<file path="src/rtl/apb4_clint_mh_if.sv">
// APB4 bus bundle for the multi-hart CLINT; the testbench drives the master side.
interface apb4_clint_mh_if #(
  parameter int unsigned ADDR_WIDTH = 16
);
  logic [ADDR_WIDTH-1:0] paddr;
  logic                  psel;
  logic                  penable;
  logic                  pwrite;
  logic [31:0]           pwdata;
  logic [31:0]           prdata;
  logic                  pready;
  logic                  pslverr;

  modport master (
    output paddr, psel, penable, pwrite, pwdata,
    input  prdata, pready, pslverr
  );

  modport slave (
    input  paddr, psel, penable, pwrite, pwdata,
    output prdata, pready, pslverr
  );
endinterface

</file>
<file path="src/rtl/apb4_clint_mh.sv">
// Multi-hart CLINT: shared 64-bit mtime with prescaled RTC ticks, per-hart MSIP and MTIMECMP,
// zero-wait-state APB4 slave using the SiFive CLINT address layout.
module apb4_clint_mh #(
  parameter int unsigned NUM_HART    = 4,
  parameter int unsigned ADDR_WIDTH  = 16,
  parameter int unsigned SYNC_STAGES = 2
) (
  input  logic                pclk,
  input  logic                presetn,
  apb4_clint_mh_if.slave      apb,
  input  logic                rtc_clk_i,
  output logic [NUM_HART-1:0] msip_irq_o,
  output logic [NUM_HART-1:0] mtip_irq_o
);

  localparam logic [31:0] CtrlAddr    = 32'h0000_BFF0;
  localparam logic [31:0] MtimeLoAddr = 32'h0000_BFF8;
  localparam logic [31:0] MtimeHiAddr = 32'h0000_BFFC;
  localparam logic [31:0] CmpBase     = 32'h0000_4000;

  logic [ADDR_WIDTH-1:0] paddr;
  logic [31:0]           addr;
  logic [31:0]           msip_idx;
  logic [31:0]           cmp_idx;
  logic                  sel_msip, sel_cmp, sel_ctrl, sel_mtime, dec_err;
  logic                  access, wr_en;

  logic [NUM_HART-1:0]   msip_q, msip_d;
  logic [NUM_HART-1:0]   mtip_q;
  logic [63:0]           cmp_q [NUM_HART];
  logic [63:0]           cmp_d [NUM_HART];
  logic [63:0]           mtime_q, mtime_d;
  logic                  en_q, en_d;
  logic [7:0]            div_q, div_d;
  logic [7:0]            cnt_q, cnt_d;
  logic [SYNC_STAGES-1:0] sync_q;
  logic                  rtc_prev_q;
  logic                  tick_pulse;
  logic [31:0]           rdata;

  assign paddr    = apb.paddr;
  assign addr     = 32'(paddr);
  assign msip_idx = {2'b00, addr[31:2]};
  assign cmp_idx  = (addr - CmpBase) >> 3;

  always_comb begin
    sel_msip  = 1'b0;
    sel_cmp   = 1'b0;
    sel_ctrl  = 1'b0;
    sel_mtime = 1'b0;
    if (addr[31:16] == 16'h0) begin
      if (addr < CmpBase)                                 sel_msip  = (msip_idx < NUM_HART);
      else if (addr == CtrlAddr)                          sel_ctrl  = 1'b1;
      else if (addr == MtimeLoAddr || addr == MtimeHiAddr) sel_mtime = 1'b1;
      else if (addr < CtrlAddr)                           sel_cmp   = (cmp_idx < NUM_HART);
    end
  end

  assign dec_err = ~(sel_msip | sel_cmp | sel_ctrl | sel_mtime);
  assign access  = apb.psel & apb.penable;
  assign wr_en   = access & apb.pwrite & ~dec_err;

  always_comb begin
    rdata = 32'h0;
    if (access && !dec_err) begin
      if (sel_msip) begin
        for (int unsigned h = 0; h < NUM_HART; h++) begin
          if (msip_idx == h) rdata = {31'h0, msip_q[h]};
        end
      end else if (sel_cmp) begin
        for (int unsigned h = 0; h < NUM_HART; h++) begin
          if (cmp_idx == h) rdata = addr[2] ? cmp_q[h][63:32] : cmp_q[h][31:0];
        end
      end else if (sel_ctrl) begin
        rdata = {16'h0, div_q, 7'h0, en_q};
      end else begin
        rdata = addr[2] ? mtime_q[63:32] : mtime_q[31:0];
      end
    end
  end

  assign apb.prdata  = rdata;
  assign apb.pready  = 1'b1;
  assign apb.pslverr = access & dec_err;

  assign tick_pulse = sync_q[SYNC_STAGES-1] & ~rtc_prev_q;

  always_comb begin
    msip_d  = msip_q;
    cmp_d   = cmp_q;
    en_d    = en_q;
    div_d   = div_q;
    cnt_d   = cnt_q;
    mtime_d = mtime_q;

    if (en_q && tick_pulse) begin
      if (cnt_q == div_q) begin
        cnt_d   = 8'h0;
        mtime_d = mtime_q + 64'd1;
      end else begin
        cnt_d = cnt_q + 8'd1;
      end
    end

    if (wr_en && sel_ctrl) begin
      en_d  = apb.pwdata[0];
      div_d = apb.pwdata[15:8];
      cnt_d = 8'h0;
    end

    // A software write to mtime discards a coincident tick.
    if (wr_en && sel_mtime) begin
      mtime_d = mtime_q;
      if (addr[2]) mtime_d[63:32] = apb.pwdata;
      else         mtime_d[31:0]  = apb.pwdata;
    end

    for (int unsigned h = 0; h < NUM_HART; h++) begin
      if (wr_en && sel_msip && msip_idx == h) msip_d[h] = apb.pwdata[0];
      if (wr_en && sel_cmp && cmp_idx == h) begin
        if (addr[2]) cmp_d[h][63:32] = apb.pwdata;
        else         cmp_d[h][31:0]  = apb.pwdata;
      end
    end
  end

  always_ff @(posedge pclk or negedge presetn) begin
    if (!presetn) begin
      msip_q     <= '0;
      mtip_q     <= '0;
      mtime_q    <= 64'h0;
      en_q       <= 1'b1;
      div_q      <= 8'h0;
      cnt_q      <= 8'h0;
      sync_q     <= '0;
      rtc_prev_q <= 1'b0;
      for (int unsigned h = 0; h < NUM_HART; h++) cmp_q[h] <= '1;
    end else begin
      msip_q     <= msip_d;
      mtime_q    <= mtime_d;
      en_q       <= en_d;
      div_q      <= div_d;
      cnt_q      <= cnt_d;
      sync_q     <= {sync_q[SYNC_STAGES-2:0], rtc_clk_i};
      rtc_prev_q <= sync_q[SYNC_STAGES-1];
      for (int unsigned h = 0; h < NUM_HART; h++) begin
        cmp_q[h]  <= cmp_d[h];
        mtip_q[h] <= (mtime_q >= cmp_q[h]);
      end
    end
  end

  assign msip_irq_o = msip_q;
  assign mtip_irq_o = mtip_q;

endmodule
</file>
<file path="src/flat_wrapper.sv">
// flat-port wrapper written by rule: the top's interface ports become plain ports
module apb4_clint_mh_flat 
#(
  parameter int unsigned NUM_HART    = 4,
  parameter int unsigned ADDR_WIDTH  = 16,
  parameter int unsigned SYNC_STAGES = 2
)
  (pclk, presetn, rtc_clk_i, msip_irq_o, mtip_irq_o, apb_paddr, apb_psel, apb_penable, apb_pwrite, apb_pwdata, apb_prdata, apb_pready, apb_pslverr);
  apb4_clint_mh_if #(.ADDR_WIDTH(ADDR_WIDTH)) apb_i ();
  input  logic pclk;
  input  logic presetn;
  input  logic rtc_clk_i;
  output logic [NUM_HART-1:0] msip_irq_o;
  output logic [NUM_HART-1:0] mtip_irq_o;
  input wire logic [$bits(apb_i.paddr)-1:0] apb_paddr;
  input wire logic [$bits(apb_i.psel)-1:0] apb_psel;
  input wire logic [$bits(apb_i.penable)-1:0] apb_penable;
  input wire logic [$bits(apb_i.pwrite)-1:0] apb_pwrite;
  input wire logic [$bits(apb_i.pwdata)-1:0] apb_pwdata;
  output wire logic [$bits(apb_i.prdata)-1:0] apb_prdata;
  output wire logic [$bits(apb_i.pready)-1:0] apb_pready;
  output wire logic [$bits(apb_i.pslverr)-1:0] apb_pslverr;
  assign apb_i.paddr = apb_paddr;
  assign apb_i.psel = apb_psel;
  assign apb_i.penable = apb_penable;
  assign apb_i.pwrite = apb_pwrite;
  assign apb_i.pwdata = apb_pwdata;
  assign apb_prdata = apb_i.prdata;
  assign apb_pready = apb_i.pready;
  assign apb_pslverr = apb_i.pslverr;
  apb4_clint_mh #(.NUM_HART(NUM_HART), .ADDR_WIDTH(ADDR_WIDTH), .SYNC_STAGES(SYNC_STAGES)) u_core (.pclk(pclk), .presetn(presetn), .apb(apb_i), .rtc_clk_i(rtc_clk_i), .msip_irq_o(msip_irq_o), .mtip_irq_o(mtip_irq_o));
endmodule
</file>
<file path="config.mk">
export PLATFORM = sky130hd
export DESIGN_NAME = apb4_clint_mh_flat
export DESIGN_NICKNAME = d
export VERILOG_FILES = /design/src/rtl/apb4_clint_mh_if.sv /design/src/rtl/apb4_clint_mh.sv /design/src/flat_wrapper.sv
export SDC_FILE = /design/constraint.sdc
export NUM_CORES = 1
export LEC_CHECK = 0
export ABC_AREA = 1
export CAP_MARGIN = 20
export CORE_ASPECT_RATIO = 1.2
export CORE_UTILIZATION = 40
export CTS_BUF_LIST = sky130_fd_sc_hd__clkbuf_16
export DETAILED_ROUTE_END_ITERATION = 6
export PLACE_DENSITY_LB_ADDON = 0.2
export SLEW_MARGIN = 20
export SYNTH_ARGS = -nofsm -noshare
export SYNTH_HDL_FRONTEND = slang
export SYNTH_SLANG_ARGS = --single-unit
</file>
<file path="constraint.sdc">
create_clock -name pclk -period 2.78 [get_ports pclk]
set_input_delay 0.417 -clock pclk [delete_from_list [all_inputs] [get_ports pclk]]
set_output_delay 0.417 -clock pclk [all_outputs]
set_load 0.005 [all_outputs]
</file>
* Word level (Yosys, flattened, before mapping)
Cells that the tools add are included.
** Operators by class
- Multiplexer cells :: 35
- $lt $le $gt $ge :: 8
- Equal/unequal tests :: 12
- $add $sub $neg :: 3
- Reduce and logical (&&, ||, !) cells :: 30
- Bitwise gates (word level) :: 11
** Operators by type and width (number)
- 2-to-1 mux 32 bit :: 15
- greater-or-equal comparator 64 bit :: 4
- 2-to-1 mux 64 bit :: 3
- adder 64 x 1 -> 64 bit, second input constant :: 1
- zero test 32 bit :: 2
- == test 29 x 2 -> 1 bit, second input constant :: 2
- == test 16 bit, second input constant :: 3
- == test 29 x 1 -> 1 bit, second input constant :: 1
- less-than comparator 29 x 3 -> 1 bit, second input constant :: 1
- == test 14 x 2 -> 1 bit, second input constant :: 2
- 2-to-1 mux 8 bit :: 3
- subtractor 16 x 15 -> 17 bit, second input constant :: 1
- less-than comparator 16 x 15 -> 1 bit, second input constant :: 1
- less-than comparator 16 bit, second input constant :: 1
- AND reduction 2 bit :: 8
- == test 14 x 1 -> 1 bit, second input constant :: 1
- logical AND 1 bit :: 14
- less-than comparator 14 x 3 -> 1 bit, second input constant :: 1
- 2-to-1 mux 1 bit :: 14
- adder 8 x 1 -> 8 bit, second input constant :: 1
- == test 8 bit :: 1
- AND reduction 3 bit :: 2
- nonzero test 2 bit :: 3
- AND 1 bit :: 5
- 4 further kinds :: 9
** Storage, ports and cells
- Bits in registers :: 348
- Word-level logic and storage cells :: 119
- Output and inout port bits :: 42
- Input port bits :: 54

* Longest topological paths before layout
Gate-level depths: netlist of the first run.
- Word-level depth :: 13
- Mapped depth :: 14
- Mapped depth without buffers :: 14

* Worst setup path before layout of the first run
OpenSTA, ideal clock, no wires.
- Path type :: input to output
- Start :: in apb_paddr[14]
- End :: out apb_prdata[10]
- Data arrival time :: 1.976 ns
- Path slack :: 0.387 ns
- Required time :: 2.363 ns
- Path buffers :: 2
- Stages on the path :: 13
- Cell sequence :: inv_1 -> ha_1 -> inv_1 -> buf_4 -> nand3_1 -> nor2_1 -> nand2_1 -> inv_2 -> buf_4 -> nand2_1 -> nand3_1 -> a31oi_1 -> nor2_1
** Between the ends
- Word-level cells in the longest chain between the ends :: 11
- Elaborated cells on any way between the ends :: 35
- Classes of those cells :: add/sub: 1; order compare: 4; eq/ne: 6; mux: 18; bitwise: 3; reduce/logical: 3
** RTL lines
- start, declared :: line flat_wrapper.sv:15 : input wire logic [$bits(apb_i.paddr)-1:0] apb_paddr;
- subtractor 16 x 15 -> 17 bit :: line apb4_clint_mh.sv:44 : assign cmp_idx = (addr - CmpBase) >> 3;
- less-than comparator 29 x 3 -> 1 bit :: line apb4_clint_mh.sv:55 : else if (addr < CtrlAddr) sel_cmp = (cmp_idx < NUM_HART);
- 2-to-1 mux 1 bit :: line apb4_clint_mh.sv:55
- 2-to-1 mux 1 bit :: line apb4_clint_mh.sv:54 : else if (addr == MtimeLoAddr || addr == MtimeHiAddr) sel_mtime = 1'b1;
- 2-to-1 mux 1 bit :: line apb4_clint_mh.sv:53 : else if (addr == CtrlAddr) sel_ctrl = 1'b1;
- 2-to-1 mux 1 bit :: line apb4_clint_mh.sv:52 : if (addr < CmpBase) sel_msip = (msip_idx < NUM_HART);
- OR 1 bit (3 in series) :: line apb4_clint_mh.sv:59 : assign dec_err = ~(sel_msip | sel_cmp | sel_ctrl | sel_mtime);
- logical AND 1 bit :: line apb4_clint_mh.sv:65 : if (access && !dec_err) begin
- 2-to-1 mux 32 bit (*) :: line apb4_clint_mh.sv:65
- end, declared :: line flat_wrapper.sv:20 : output wire logic [$bits(apb_i.prdata)-1:0] apb_prdata;
Every way passes the cells marked *; elsewhere a longest branch is shown, timed or not.

* Worst setup path after layout of the first run
- Start :: in apb_paddr[15]
- End :: out apb_prdata[5]
The elaborated chain is that of the path after synthesis.

==> flow_summary.html, run 1 <==
<table>
<tr><th>Metric</th><th>Value</th></tr>
<tr><th colspan="2">Logic synthesis</th></tr>
<tr><td>Syn nets</td><td>4110</td></tr>
<tr><td>Synth Cell Area</td><td>0.0271 mm^2</td></tr>
<tr><td>Distinct cell type count of the synthesized netlist</td><td>42</td></tr>
<tr><td>Synth Instances</td><td>3794</td></tr>
<tr><td>Share of the synthesized area in the top cell type</td><td>25.0%</td></tr>
<tr><td>Mean Syn Cell Area</td><td>7.13 um^2</td></tr>
<tr><td>Main area contributors after synthesis</td><td>sky130_fd_sc_hd__dfstp_2 25%, sky130_fd_sc_hd__nand2_1 18%, sky130_fd_sc_hd__ha_1 12%</td></tr>
<tr><td>Fraction of synthesis flops using an asynchronous set or reset pin</td><td>100%</td></tr>
<tr><td>Dominant cell type by area after synthesis</td><td>sky130_fd_sc_hd__dfstp_2</td></tr>
<tr><td>FF+latch count, synth</td><td>348</td></tr>
<tr><td>Yosys warning count</td><td>0</td></tr>
<tr><td>Number of enable flip-flop cells after synthesis</td><td>0</td></tr>
<tr><td>Most instantiated cells after synthesis</td><td>1265 x sky130_fd_sc_hd__nand2_1, 430 x sky130_fd_sc_hd__inv_1, 268 x sky130_fd_sc_hd__nor2_1</td></tr>
<tr><td>Sequential area share after synthesis</td><td>33.4%</td></tr>
<tr><td>Most frequent cell after synthesis</td><td>sky130_fd_sc_hd__nand2_1</td></tr>
<tr><td>Most used DFF post-synth</td><td>sky130_fd_sc_hd__dfstp_2</td></tr>
<tr><th colspan="2">GRT</th></tr>
<tr><td>Number of global-route vias before repair</td><td>25322</td></tr>
<tr><td>Pin count of the biggest net entering global routing</td><td>69</td></tr>
<tr><td>Wire length of the first global-routing pass</td><td>161000 um</td></tr>
<tr><td>GRT Overall Usage</td><td>31.7%</td></tr>
<tr><td>Antenna violations before repair</td><td>0</td></tr>
<tr><td>GRT Residual Overflow</td><td>0</td></tr>
<tr><th colspan="2">Timing</th></tr>
<tr><td>Worst-case headroom to the max-slew limit</td><td>56.6%</td></tr>
<tr><td>Post-Route Setup TNS</td><td>0 ns</td></tr>
<tr><td>Post-route clock period utilization</td><td>98.5%</td></tr>
<tr><td>Max Clock Skew</td><td>0.0108 ns</td></tr>
<tr><td>Highest Clock Rate</td><td>365 MHz</td></tr>
<tr><td>Final hold viol count</td><td>0</td></tr>
<tr><td>Total of endpoints with negative setup slack in the final report</td><td>0</td></tr>
<tr><td>Worst Slack Setup Final</td><td>0.0416 ns</td></tr>
<tr><td>Max Transition Viols Final</td><td>0</td></tr>
<tr><td>Minimum clock period</td><td>2.74 ns</td></tr>
<tr><td>Slew at the pin closest to its max-slew limit</td><td>0.652 ns</td></tr>
<tr><th colspan="2">Finish</th></tr>
<tr><td>Util after Layout</td><td>48.5%</td></tr>
<tr><td>Number of inserted filler cells in the final layout</td><td>6753</td></tr>
<tr><td>Layout cell share with drive strength beyond 1</td><td>20.2%</td></tr>
<tr><td>Ant. Diodes</td><td>0</td></tr>
<tr><td>Layout overhead on the synthesized area</td><td>20.1%</td></tr>
<tr><td>Non-filler cells, final</td><td>4980</td></tr>
<tr><td>Area used by multi-input combinational logic</td><td>0.0157 mm^2</td></tr>
<tr><td>Area used by sequential logic in the layout</td><td>0.00903 mm^2</td></tr>
<tr><td>Total Nets Final</td><td>4367</td></tr>
<tr><th colspan="2">Clock tree</th></tr>
<tr><td>Worst-path clk slew</td><td>0.06 ns</td></tr>
<tr><td>Number of CTS-inserted buffers</td><td>40</td></tr>
<tr><td>H-tree depth reported by CTS</td><td>2</td></tr>
<tr><td>Clock tree from TritonCTS</td><td>built</td></tr>
<tr><td>Total clock sinks</td><td>348</td></tr>
<tr><td>Root buffer cell</td><td>sky130_fd_sc_hd__clkbuf_16</td></tr>
<tr><td>Latest clock arrival within the worst-skew pair</td><td>0.57 ns</td></tr>
<tr><td>Number of buffers between clock root and the deepest sink</td><td>3</td></tr>
<tr><th colspan="2">Power and ir drop</th></tr>
<tr><td>Maximum VDD drop</td><td>0.360 mV</td></tr>
<tr><td>Final Total Pwr</td><td>11.1 mW</td></tr>
<tr><td>Cell Pwr Density</td><td>341 mW/mm^2</td></tr>
<tr><td>Leak</td><td>14.6 nW</td></tr>
<tr><th colspan="2">Worst setup path</th></tr>
<tr><td>Crit-path max FO</td><td>6</td></tr>
<tr><td>Data required time of the critical path</td><td>2.36 ns</td></tr>
<tr><td>Crit path arrival time</td><td>2.32 ns</td></tr>
<tr><td>Nature of the critical path endpoint</td><td>output pin</td></tr>
<tr><td>Nature of the critical path startpoint</td><td>primary input</td></tr>
<tr><td>Startpoint-to-endpoint class of the critical path</td><td>in -&gt; out</td></tr>
<tr><th colspan="2">Place</th></tr>
<tr><td>Number of I/O port buffers</td><td>94</td></tr>
<tr><td>Post-detail-place hpwl</td><td>82400 um</td></tr>
<tr><td>Number of placed cells counting well taps</td><td>4862</td></tr>
<tr><td>Routability congestion estimate</td><td>1.02</td></tr>
<tr><td>Worst slack, placed</td><td>-0.716 ns</td></tr>
<tr><th colspan="2">Detailed routing</th></tr>
<tr><td>Number of search-and-repair iterations in the first detailed-routing pass</td><td>6</td></tr>
<tr><td>Total detailed-routing wirelength</td><td>109000 um</td></tr>
<tr><td>Post-route ant nets</td><td>0</td></tr>
<tr><td>Total number of vias</td><td>26840</td></tr>
<tr><td>Vias per inst</td><td>5.39</td></tr>
<tr><td>DRC</td><td>0</td></tr>
<tr><td>Final routed wire length divided by cell count</td><td>21.8 um</td></tr>
<tr><td>Drt initial violations</td><td>2904</td></tr>
<tr><th colspan="2">Floorplan</th></tr>
<tr><td>I/O pins</td><td>96</td></tr>
<tr><td>Vertical extent of the die</td><td>287 um</td></tr>
<tr><td>Area of the core region</td><td>0.0670 mm^2</td></tr>
<tr><td>Initial Util</td><td>40.4%</td></tr>
<tr><td>DIE AREA</td><td>0.0687 mm^2</td></tr>
<tr><td>Width of the chip</td><td>239 um</td></tr>
<tr><td>Row count</td><td>104</td></tr>
<tr><th colspan="2">Hold path</th></tr>
<tr><td>Worst hold path class</td><td>in -&gt; reg</td></tr>
<tr><th colspan="2">Job</th></tr>
<tr><td>Max-cap violations</td><td>0</td></tr>
<tr><th colspan="2">Run status</th></tr>
<tr><td>Run status</td><td>complete, no violations</td></tr>
</table>
==> cell families after synthesis <==
kind of cell,synth area share [%]
and+or+nand+nor,28.2
AOI/OAI and AO/OA,15.4
buffers and inverters,9.60
DFF,33.4
adders and majority gates,12.1
xor gates and xnor gates,1.33
other,0.0139
==> layout make-up <==
class / count / share of cell area, %
clock inverters: 29 / 0.616
well taps: 901 / 3.47
multi-input cells: 2861 / 48.4
clock buffers: 41 / 3.16
repair buffers: 361 / 11.5
flip-flops and latches: 348 / 27.8
inverters: 439 / 5.14
==> cell usage in the layout, fill, tap and decap left out, types with 20 or more instances in the layout <==
cell type / instances
sky130_fd_sc_hd__ha_1: 259
sky130_fd_sc_hd__clkbuf_2: 20
sky130_fd_sc_hd__dfstp_2: 257
sky130_fd_sc_hd__inv_1: 429
sky130_fd_sc_hd__nand2_1: 1251
sky130_fd_sc_hd__nand4_1: 67
sky130_fd_sc_hd__buf_12: 58
sky130_fd_sc_hd__nand3_1: 135
sky130_fd_sc_hd__clkbuf_16: 43
sky130_fd_sc_hd__o211ai_1: 33
sky130_fd_sc_hd__dfrtp_1: 91
sky130_fd_sc_hd__o21ai_1: 178
sky130_fd_sc_hd__nor2_1: 247
sky130_fd_sc_hd__a21oi_1: 155
sky130_fd_sc_hd__clkdlybuf4s50_1: 44
sky130_fd_sc_hd__buf_4: 187
sky130_fd_sc_hd__a31oi_1: 23
sky130_fd_sc_hd__o21ai_2: 106
sky130_fd_sc_hd__o21ai_0: 227
sky130_fd_sc_hd__nor3_1: 21
sky130_fd_sc_hd__xnor2_1: 22
==> registers in the layout (all words and copies together) (netlist names) <==
register / flops
u_core.cnt_q: 8
u_core.div_q: 8
u_core.en_q: 1
u_core.msip_irq_o: 4
u_core.mtip_irq_o: 4
u_core.rtc_prev_q: 1
u_core.cmp_q: 256
u_core.mtime_q: 64
u_core.sync_q: 2
==> power by group <==
| group | internal [mW] | switching [mW] |
|---|---|---|
| logic | 0.241 | 0.548 |
| registers | 5.11 | 0.0342 |
| clock network | 2.93 | 2.23 |
| total | 8.29 | 2.81 |
==> per-layer routing <==
| metal | GRT usage [%] | vias up | wire length [um] |
|---|---|---|---|
| met3 | 3.92 | 244 | 7320 |
| li1 | - | 12878 | - |
| met4 | 15.4 | 0 | 6080 |
| met5 | 0 | - | 0 |
| met2 | 50.5 | 1063 | 49000 |
| met1 | 42.4 | 12655 | 46400 |
==> worst max-delay path, cell delays in order <==
cell                      delay (ns)
sky130_fd_sc_hd__buf_6          0.11
sky130_fd_sc_hd__inv_4          0.04
sky130_fd_sc_hd__ha_4           0.26
sky130_fd_sc_hd__nand4_4        0.16
sky130_fd_sc_hd__buf_6          0.16
sky130_fd_sc_hd__nor3_4         0.26
sky130_fd_sc_hd__buf_12         0.21
sky130_fd_sc_hd__buf_12         0.12
sky130_fd_sc_hd__nand2_1        0.05
sky130_fd_sc_hd__nand3_1        0.10
sky130_fd_sc_hd__a31oi_1        0.10
sky130_fd_sc_hd__nor2_2         0.17
sky130_fd_sc_hd__buf_2          0.15
==> metrics by stage <==
stage / hold WS [ns] / instance area [um^2]
3_5_place_dp: 0.341 / 30400
6_report: 0.301 / 32500
2_1_floorplan: 0.121 / 27100
5_1_grt: 0.301 / 32500
4_1_cts: 0.282 / 32400
3_3_place_gp: 0.343 / 30400
==> final timing paths <==
kind / start / to / slack (ns) / depth (start not counted)
max reg2reg: u_core.mtime_q[11] / u_core.mtip_irq_o[2] / 0.16 / 9
min: rtc_clk_i / u_core.sync_q[0] / 0.30 / 1
min in group asynchronous: presetn / u_core.cnt_q[1] / 0.41 / 2
min reg2reg: u_core.sync_q[0] / u_core.sync_q[1] / 0.35 / 0
max in group asynchronous: presetn / u_core.cmp_q[145] / 1.53 / 3
max: apb_paddr[15] / apb_prdata[5] / 0.04 / 13
==> what timing repair did <==
action | CTS | global route
hold buffers | 1 | 0
setup buffers | 33 | 9
gates cloned | 6 | 2
setup endpoints to repair | 33 | 33
gates resized for setup | 185 | 101
endpoints found under the hold margin | 26 | 0
pin swaps | 57 | 53
Note: power is estimated with default switching activity, not from simulation.
==> run 2, diff against run 1 <==
- PLACE_DENSITY_LB_ADDON: 0.2 -> not set
==> flow_summary.html, run 2 (synthesized netlist as in run 1, its figures left out) <==
<table>
<tr><th>Metric</th><th>Value</th></tr>
<tr><th colspan="2">Timing</th></tr>
<tr><td>Max Clock Skew</td><td>0.0331 ns (+0.0223 ns)</td></tr>
<tr><td>Worst-case headroom to the max-slew limit</td><td>57.4% (+0.89 points)</td></tr>
<tr><td>Minimum clock period</td><td>2.74 ns (-0.00204 ns)</td></tr>
<tr><td>Max Transition Viols Final</td><td>0 (unchanged)</td></tr>
<tr><td>Highest Clock Rate</td><td>365 MHz (about the same)</td></tr>
<tr><td>Hold Worst Slack</td><td>0.262 ns (-0.0386 ns)</td></tr>
<tr><td>RSZ-0062 raised after global routing</td><td>true</td></tr>
<tr><td>Final hold viol count</td><td>0 (unchanged)</td></tr>
<tr><td>Total of endpoints with negative setup slack in the final report</td><td>0 (unchanged)</td></tr>
<tr><td>Post-Route Setup TNS</td><td>0 ns (unchanged)</td></tr>
<tr><td>Post-route clock period utilization</td><td>98.4% (about the same)</td></tr>
<tr><td>Slew at the pin closest to its max-slew limit</td><td>0.638 ns (-0.0133 ns)</td></tr>
<tr><td>Worst Slack Setup Final</td><td>0.0436 ns (+0.00204 ns)</td></tr>
<tr><th colspan="2">Worst setup path</th></tr>
<tr><td>Startpoint-to-endpoint class of the critical path</td><td>reg -&gt; reg</td></tr>
<tr><td>Delay contributed by the slowest stage of the critical path</td><td>0.70 ns (+0.44 ns)</td></tr>
<tr><td>Worst reg2reg setup slack</td><td>0.04 ns (-0.12 ns)</td></tr>
<tr><td>Worst reg2reg path depth</td><td>9 (unchanged)</td></tr>
<tr><td>Crit-path cells</td><td>ha_1 &gt; a21oi_1 &gt; o21ai_0 &gt; nand2_1 &gt; nand3_1 &gt; a21oi_1 &gt; nand2_1 &gt; nand2_1 &gt; nand3_1</td></tr>
<tr><td>Crit-path max FO</td><td>9 (+3)</td></tr>
<tr><td>Nature of the critical path endpoint</td><td>flip-flop</td></tr>
<tr><td>Crit path arrival time</td><td>3.10 ns (+0.78 ns)</td></tr>
<tr><td>Slowest cell on the critical path</td><td>sky130_fd_sc_hd__dfrtp_1</td></tr>
<tr><td>Crit path from</td><td>u_core.mtime_q[19]</td></tr>
<tr><td>Nature of the critical path startpoint</td><td>flip-flop</td></tr>
<tr><td>Worst path top cell family by delay</td><td>compound AO/OA/AOI/OAI gates</td></tr>
<tr><td>Endpoint of the most critical register-to-register path</td><td>u_core.mtip_irq_o[2]</td></tr>
<tr><td>Data required time of the critical path</td><td>3.15 ns (+0.79 ns)</td></tr>
<tr><td>Worst reg2reg startpoint</td><td>u_core.mtime_q[19]</td></tr>
<tr><td>Worst path bufs/invs</td><td>0 (-6)</td></tr>
<tr><td>Most frequent CP cell</td><td>sky130_fd_sc_hd__nand2_1</td></tr>
<tr><th colspan="2">GRT</th></tr>
<tr><td>GR peak layer</td><td>met2</td></tr>
<tr><td>Routing usage on met1</td><td>41.3% (-1.1 points)</td></tr>
<tr><td>Global-route track usage on met3</td><td>5.44% (+1.5 points)</td></tr>
<tr><td>Antenna violations before repair</td><td>1 (+1)</td></tr>
<tr><td>GRT Overall Usage</td><td>31.4% (-0.29 points)</td></tr>
<tr><td>Wire length of the first global-routing pass</td><td>160000 um (-0.42%)</td></tr>
<tr><td>Global routing usage on met2</td><td>49.7% (-0.76 points)</td></tr>
<tr><td>GRT Residual Overflow</td><td>0 (unchanged)</td></tr>
<tr><td>Number of global-route vias before repair</td><td>25573 (+0.99%)</td></tr>
<tr><td>Pin count of the biggest net entering global routing</td><td>96 (+39%)</td></tr>
<tr><th colspan="2">Finish</th></tr>
<tr><td>Register ranked first by flip-flop count</td><td>u_core.cmp_q</td></tr>
<tr><td>Commonest non-fill, non-tap cell in the layout</td><td>sky130_fd_sc_hd__nand2_1</td></tr>
<tr><td>Total Nets Final</td><td>4362 (-0.11%)</td></tr>
<tr><td>Flip-flop count of the largest register, all copies and words added</td><td>256 (unchanged)</td></tr>
<tr><td>Layout overhead on the synthesized area</td><td>19.8%</td></tr>
<tr><td>Finished layout cell area</td><td>0.0324 mm^2 (-0.25%)</td></tr>
<tr><td>Largest registers in the final layout</td><td>u_core.cmp_q x256, u_core.mtime_q x64</td></tr>
<tr><td>Commonest cells after routing, fill and taps aside</td><td>1257 x sky130_fd_sc_hd__nand2_1, 427 x sky130_fd_sc_hd__inv_1, 261 x sky130_fd_sc_hd__ha_1</td></tr>
<tr><td>Layout cell share with drive strength beyond 1</td><td>20.0% (-0.22 points)</td></tr>
<tr><th colspan="2">Place</th></tr>
<tr><td>Post-detail-place hpwl</td><td>82100 um (-0.34%)</td></tr>
<tr><td>Number of I/O port buffers</td><td>94 (unchanged)</td></tr>
<tr><td>Routability congestion estimate</td><td>1.01 (-1.0%)</td></tr>
<tr><td>Placed Area</td><td>0.0305 mm^2 (+0.40%)</td></tr>
<tr><td>Worst slack, placed</td><td>-0.811 ns (-0.0945 ns)</td></tr>
<tr><th colspan="2">Floorplan</th></tr>
<tr><td>DIE AREA</td><td>0.0687 mm^2 (unchanged)</td></tr>
<tr><td>Initial Util</td><td>40.4% (unchanged)</td></tr>
<tr><td>Vertical extent of the die</td><td>287 um (unchanged)</td></tr>
<tr><td>Width of the chip</td><td>239 um (unchanged)</td></tr>
<tr><td>Area of the core region</td><td>0.0670 mm^2 (unchanged)</td></tr>
<tr><td>Row count</td><td>104 (unchanged)</td></tr>
<tr><td>I/O pins</td><td>96 (unchanged)</td></tr>
<tr><th colspan="2">Power and ir drop</th></tr>
<tr><td>Comb pwr share</td><td>6.9% (-0.2 points)</td></tr>
<tr><td>Net switching power of the design</td><td>2.95 mW (+5.0%)</td></tr>
<tr><td>Cell Pwr Density</td><td>356 mW/mm^2 (+4.3%)</td></tr>
<tr><td>Switching share of power</td><td>25.6% (+0.24 points)</td></tr>
<tr><td>Leak</td><td>14.5 nW (-0.53%)</td></tr>
<tr><td>Maximum VDD drop</td><td>0.374 mV (+4.1%)</td></tr>
<tr><td>Cell internal pwr</td><td>8.59 mW (+3.7%)</td></tr>
<tr><td>Clock power frac</td><td>48.5% (+2.0 points)</td></tr>
<tr><td>Part of the power in registers</td><td>44.6% (-1.8 points)</td></tr>
<tr><th colspan="2">Detailed routing</th></tr>
<tr><td>Drt initial violations</td><td>2518 (-13%)</td></tr>
<tr><td>Number of search-and-repair iterations in the first detailed-routing pass</td><td>7 (+1)</td></tr>
<tr><td>Final routed wire length divided by cell count</td><td>21.5 um (-1.5%)</td></tr>
<tr><td>Total number of vias</td><td>26699 (-0.53%)</td></tr>
<tr><td>DRC</td><td>11 (+11)</td></tr>
<tr><td>Total detailed-routing wirelength</td><td>107000 um (-1.4%)</td></tr>
<tr><td>Post-route ant nets</td><td>0 (unchanged)</td></tr>
<tr><td>Vias per inst</td><td>5.36 (-0.57%)</td></tr>
<tr><th colspan="2">Clock tree</th></tr>
<tr><td>H-tree depth reported by CTS</td><td>2 (unchanged)</td></tr>
<tr><td>Total clock sinks</td><td>348 (unchanged)</td></tr>
<tr><td>Root buffer cell</td><td>sky130_fd_sc_hd__clkbuf_16</td></tr>
<tr><td>Clock tree from TritonCTS</td><td>built</td></tr>
<tr><td>Number of CTS-inserted buffers</td><td>41 (+2.5%)</td></tr>
<tr><td>Worst-path clk slew</td><td>0.06 ns (about the same)</td></tr>
<tr><td>Latest clock arrival within the worst-skew pair</td><td>0.59 ns (+0.02 ns)</td></tr>
<tr><td>Number of buffers between clock root and the deepest sink</td><td>3 (unchanged)</td></tr>
<tr><th colspan="2">Hold path</th></tr>
<tr><td>Worst hold path class</td><td>in -&gt; reg</td></tr>
<tr><td>Hold Path Cell Cnt</td><td>1 (unchanged)</td></tr>
<tr><td>Start point of the worst min-delay path</td><td>rtc_clk_i</td></tr>
<tr><td>Hold worst-path end</td><td>u_core.sync_q[0]</td></tr>
<tr><th colspan="2">Job</th></tr>
<tr><td>Max-cap violations</td><td>0 (unchanged)</td></tr>
<tr><th colspan="2">Run status</th></tr>
<tr><td>Run status</td><td>finished, violations left</td></tr>
<tr><td>Violated checks</td><td>DRC</td></tr>
</table>
## run 2: cell types whose count changed in the layout (fill, tap and decap cells not counted), sizes merged
cell,change
clkdlybuf4s15,+6
bufinv,+1
diode,+2
dlymetal6s2s,+1
clkbuf,-6
dlygate4sd2,-1
inv,-5
buf,-3
clkinvlp,+3
clkinv,+4
## run 2: area by class of cell
type                    count  area [um^2]
diodes                      2         5.00
clock buffers              44         1100
clock inverters            32          260
fillers                  6753        34600
inverters                 439         1660
multi-input cells        2861        15700
flip-flops and latches    348         9030
well taps                 901         1130
repair buffers            355         3570
## run 2: worst reg2reg max path: stages, from the launching register on
cell	delay [ns]
sky130_fd_sc_hd__dfrtp_1	0.70
sky130_fd_sc_hd__ha_1	0.36
sky130_fd_sc_hd__a21oi_1	0.15
sky130_fd_sc_hd__o21ai_0	0.17
sky130_fd_sc_hd__nand2_1	0.09
sky130_fd_sc_hd__nand3_1	0.09
sky130_fd_sc_hd__a21oi_1	0.49
sky130_fd_sc_hd__nand2_1	0.12
sky130_fd_sc_hd__nand2_1	0.10
sky130_fd_sc_hd__nand3_1	0.25
## run 2: power groups by stage
stage	sequential (mW)	clock, mW	combinational [mW]
floorplan	5.22	0	0.317
global placement	5.23	0	0.777
detailed placement	5.23	0	0.776
CTS	5.15	5.69	0.792
global route	5.15	5.86	0.870
finish	5.15	5.60	0.798
## run 2: timing repair
action | 4_1_cts | 5_1_grt
setup buffers | 31 | 6
hold endpoints to repair | 20 | 0
setup endpoints to repair | 33 | 31
resized for setup | 198 | 54
hold buffers | 1 | 0
cloned | 3 | 0
pin swaps | 53 | 33
## run 2: worst max path at each step
| stage | end | depth (start not counted) |
|---|---|---|
| after floorplan | apb_prdata[10] | 13 |
| after global placement | apb_prdata[26] | 15 |
| after detailed placement | apb_prdata[13] | 16 |
| after CTS | apb_prdata[11] | 15 |
| after global routing | apb_prdata[19] | 13 |
| final | u_core.mtip_irq_o[2] | 9 |
## run 2: layer usage
layer	up-vias	part of all wire, %
met5	-	0
met4	0	5.3
met3	229	7.2
met2	987	45
met1	12615	43
li1	12868	-
## run 2: through the flow
step | util, % | power (mW) | cells
floorplan | - | 5.53 | 3794
global route | 48.4 | 11.9 | 4980
CTS | 48.3 | 11.6 | 4977
finish | 48.4 | 11.5 | 4982
global placement | 45.5 | 6.00 | 4868
detailed placement | 45.5 | 6.00 | 4868
